$ cat src/rtl/instr_word_encoder.sv
// instr_word_encoder: packs decoded instruction fields into 32-bit words and
// streams them into instruction memory at consecutive word addresses. The
// processor is held off until the host commits the program.
module instr_word_encoder #(
  parameter int          DEPTH     = 64,
  parameter logic [31:0] BASE_ADDR = 32'h0000_0000,
  localparam int         CW        = $clog2(DEPTH + 1)
) (
  input  logic          clk,
  input  logic          reset,
  input  logic          start,
  input  logic          commit,
  input  logic          in_valid,
  output logic          in_ready,
  input  logic [3:0]    in_cond,
  input  logic [1:0]    in_op,
  input  logic [5:0]    in_funct,
  input  logic [3:0]    in_rn,
  input  logic [3:0]    in_rd,
  input  logic [11:0]   in_src2,
  input  logic [23:0]   in_imm24,
  output logic          imem_we,
  output logic [31:0]   imem_addr,
  output logic [31:0]   imem_wdata,
  output logic [CW-1:0] word_count,
  output logic          full,
  output logic          error,
  output logic          cpu_release
);

  localparam logic [1:0] S_IDLE = 2'd0;
  localparam logic [1:0] S_LOAD = 2'd1;
  localparam logic [1:0] S_DONE = 2'd2;

  logic [1:0]    r_state;
  logic          r_we;
  logic [31:0]   r_addr;
  logic [31:0]   r_wdata;
  logic [CW-1:0] r_count;
  logic          r_error;

  logic          w_full;
  logic          w_ready;
  logic          w_accept;
  logic          w_illegal;
  logic [31:0]   w_word;
  logic [31:0]   w_addr;

  assign w_full    = (r_count == CW'(DEPTH));
  assign w_ready   = (r_state == S_LOAD) && !w_full;
  assign w_accept  = in_valid && w_ready;
  assign w_illegal = (in_op == 2'b11);
  // Word k of the session lands at BASE_ADDR + 4k; the add wraps mod 2^32.
  assign w_addr    = BASE_ADDR + (32'(r_count) << 2);

  // Field packing: branches carry a 24-bit offset, everything else the
  // funct/Rn/Rd/Src2 layout. op=11 never reaches memory, so its value is moot.
  always_comb begin
    w_word = {in_cond, in_op, in_funct, in_rn, in_rd, in_src2};
    if (in_op == 2'b10) w_word = {in_cond, 2'b10, 2'b10, in_imm24};
  end

  // Session FSM, counters, sticky error and the registered write port.
  // start has priority over commit and over a coincident field set: the
  // restart discards whatever was on the inputs that cycle.
  always_ff @(posedge clk) begin
    if (!reset) begin
      r_state <= S_IDLE;
      r_we    <= 1'b0;
      r_addr  <= '0;
      r_wdata <= '0;
      r_count <= '0;
      r_error <= 1'b0;
    end else begin
      r_we <= 1'b0;
      if (start) begin
        r_state <= S_LOAD;
        r_count <= '0;
        r_error <= 1'b0;
      end else if (r_state == S_LOAD) begin
        if (w_accept) begin
          if (w_illegal) begin
            r_error <= 1'b1;
          end else begin
            r_we    <= 1'b1;
            r_addr  <= w_addr;
            r_wdata <= w_word;
            r_count <= r_count + CW'(1);
          end
        end
        // A word accepted alongside commit is still registered above.
        if (commit) r_state <= S_DONE;
      end
    end
  end

  assign in_ready    = w_ready;
  assign imem_we     = r_we;
  assign imem_addr   = r_addr;
  assign imem_wdata  = r_wdata;
  assign word_count  = r_count;
  assign full        = w_full;
  assign error       = r_error;
  assign cpu_release = (r_state == S_DONE);

endmodule

$ cat config.mk
export PLATFORM = sky130hd
export DESIGN_NAME = instr_word_encoder
export DESIGN_NICKNAME = d
export VERILOG_FILES = /design/src/rtl/instr_word_encoder.sv
export SDC_FILE = /design/constraint.sdc
export NUM_CORES = 1
export LEC_CHECK = 0
export BUFFER_PORTS_ARGS = -buffer_cell sky130_fd_sc_hd__buf_2
export CORE_MARGIN = 2
export CORE_UTILIZATION = 34
export CTS_CLUSTER_DIAMETER = 80
export DETAILED_ROUTE_END_ITERATION = 10
export GPL_TIMING_DRIVEN = 0
export PLACE_DENSITY = 0.74
export SYNTH_ARGS = -nofsm -noshare
export SYNTH_HDL_FRONTEND = slang
export SYNTH_SLANG_ARGS = --single-unit
$ cat constraint.sdc
create_clock -name clk -period 1.55 [get_ports clk]
set_clock_uncertainty 0.1 [all_clocks]
set_input_delay 0.2325 -clock clk [delete_from_list [all_inputs] [get_ports clk]]
set_output_delay 0.2325 -clock clk [all_outputs]
set_load 0.02 [all_outputs]
==> impl_metrics.ini <==
[clocking]
clk_latency_ns = 0.30
htreeDepth = 2
cts_tree = built
cts.sinks = 50
cts_buffers = 5
path_clk_slew_ns = 0.09
hold_buffers = 0
cts_buffer_depth = 2
cts_root_buf = clkbuf_8

[route]
post-route-drc-count = 0
routedWlPerCell_um = 13.2
routed_via_density = 4.56
drt_wl_total_mm = 6.93
first_pass_iters = 4
ant_nets = 0
vias = 2392
drt_iter0_markers = 95

[layout]
final_area_mm2 = 0.00393
area_growth_pct = 60.4
fill_cells = 585
nets = 490
finalNonFillerCells = 524
diodes = 0
drive_above_1_share_pct = 55.6

[synthesis]
synth-edff-count = 0
post-synth-top-count-cell = dfxtp_1
synth-seq-cells = 50
avgSynthCellArea_um2 = 9.35
ys_top_cells_by_count = dfxtp_1 (50), nand2_1 (40), buf_4 (26)
yosysTopAreaCellShare_pct = 40.9
netlist_instances = 262
synth_top_cell_by_area = dfxtp_1
seq_area_frac_synth_pct = 40.9
synth_area_mm2 = 0.00245
ys_async_sr_fraction_pct = 0
ys.flop_type = dfxtp_1
synthDistinctLibCells = 33
synth_area_leaders = dfxtp_1 (41%), mux2i_1 (10%), o211a_1 (9.8%)
yosysWarnings = 0

[worst_setup_path]
worstPathArrival_ns = 1.45
critical_path.startpoint = word_count[1]
start_kind = flip-flop
critPathCaptureType = primary output
required_ns = 1.22
rrSetupSlack_ns = -0.21
r2r-end = imem_addr[8]
crit_fanout = 3
reg2reg_depth = 9
critical_path_class = flip-flop to primary output
worstReg2RegStart = word_count[1]
crit_path_end = in_ready

[grt]
grt-ovfl-total = 0
grt_pass1_wl_mm = 11.2
grt_pass1_vias = 2357
track_usage_pct = 18.0
antenna_found_initial = 0
grt_max_degree = 16

[placement]
place_congestion = 0.787
hpwl_mm = 4.80
io_buffers = 111
dp.cells = 493
dpl-instance-area_mm2 = 0.00326

[sta]
worst_slack_ns = -0.232
setup_viol = 44
slew_viol_final = 0
fmax_mhz = 561
worst_slew_margin_rel_pct = 56.0
rsz0062_at_grt = true
period_share_pct = 115
hold_viol = 0
period_minus_slack_ns = 1.78
worst_pin_slew_ns = 0.660

[power_and_ir_drop]
p_per_area_mw_per_mm2 = 705
p_total_uw = 2770
p_leak_uw = 0.00211
vdd_drop_max_mv = 0.419

[outcome]
violations = negative setup slack
status = finished with violations

[flow_run]
max_cap_violations = 0

[floorplanning]
dieHeight_um = 88.9
num_rows = 30
num_io_pins = 137
start_util_pct = 35.7
die_w_um = 88.9
die-area_mm2 = 0.00790
coreArea_mm2 = 0.00687

[worst_hold_path]
worstHoldPathCells = 3
min_path_type = input port to flip-flop
-- worst max-delay path, stage by stage, from the launching register on --
cell	delay [ns]
dfxtp_4	0.35
inv_2	0.03
ha_2	0.16
nor2b_4	0.14
and2_4	0.17
nor3b_4	0.17
buf_6	0.14
-- metrics by stage --
step | hold slack, ns | utilization, % | TNS [ns] | setup slack (ns)
finish | 0.0547 | 57.2 | -6.31 | -0.232
detailed placement | 0.349 | 47.5 | -10.66 | -0.317
global placement | 0.342 | 47.5 | -9.76 | -0.271
global route | 0.0614 | 57.2 | -8.65 | -0.287
CTS | 0.0621 | 56.5 | -7.06 | -0.257
floorplan | 0.263 | - | -3.26 | -0.0945
-- layer usage --
layer / up-vias / global-route usage (%) / routed length [um]
li1: 1190 / - / -
met5: - / 0 / 0
met4: 0 / 3.72 / 56
met2: 110 / 32.4 / 3340
met3: 5 / 4.48 / 617
met1: 1087 / 21.7 / 2920
-- sequential cells by signal (all words and copies together) (netlist names) --
name / flops
error: 1
imem_addr: 7
imem_wdata: 32
imem_we: 1
r_state: 2
word_count: 7
-- where the power goes --
| group | switching, uW | internal [uW] | total, uW |
|---|---|---|---|
| clock network | 452 | 484 | 935 |
| logic | 270 | 238 | 508 |
| registers | 17.9 | 1310 | 1320 |
| total | 740 | 2030 | 2770 |
-- timing repair --
action / in CTS / in global routing
gates resized for setup: 86 / 26
pin swaps: 15 / 11
setup endpoints to repair: 45 / 47
cloned: 8 / 0
setup buffers: 17 / 5
-- placed cells by master (no fill, tap or decap), drive strengths merged, types with 3 or more instances in the layout --
master,instances
buf,171
dfxtp,50
nand2,40
mux2i,25
conb,25
o211a,24
nor2,15
clkbuf,14
o21ai,8
a31o,8
nand3,7
xnor2,5
nor2b,5
inv,4
nor4b,3
a211oi,3
-- final cells by class --
type | count | area [um2] | area share [%]
inverters | 3 | 11.3 | 0.287
clock inverters | 2 | 36.3 | 0.924
flip-flops and latches | 50 | 1020 | 25.9
plain buffers | 43 | 332 | 8.44
well taps | 96 | 120 | 3.06
repair buffers | 136 | 887 | 22.6
multi-input cells | 188 | 1450 | 36.9
clock buffers | 6 | 72.6 | 1.85
-- how the worst min path moves through the flow --
| stage | to | from | slack (ns) |
|---|---|---|---|
| after floorplan | imem_wdata[28] | in_cond[0] | 0.26 |
| after global placement | imem_wdata[29] | imem_wdata[29] | 0.34 |
| after detailed placement | imem_wdata[25] | imem_wdata[25] | 0.35 |
| after CTS | imem_wdata[29] | in_cond[1] | 0.06 |
| after global routing | imem_wdata[29] | in_cond[1] | 0.06 |
| final | imem_wdata[29] | in_cond[1] | 0.05 |
-- kinds of logic (layout without fill, tap and decap cells) --
kind of cell / Yosys count / in the layout / synth area share [%]
compound gates: 48 / 48 / 17.1
xor+xnor: 5 / 5 / 1.79
fa+ha+maj: 2 / 2 / 1.02
buf+inv: 48 / 190 / 12.4
flops: 50 / 50 / 40.9
mux: 25 / 25 / 10.2
other cells: 1 / 25 / 0.153
simple gates: 83 / 83 / 16.5
(Power assumes the default switching activity.)
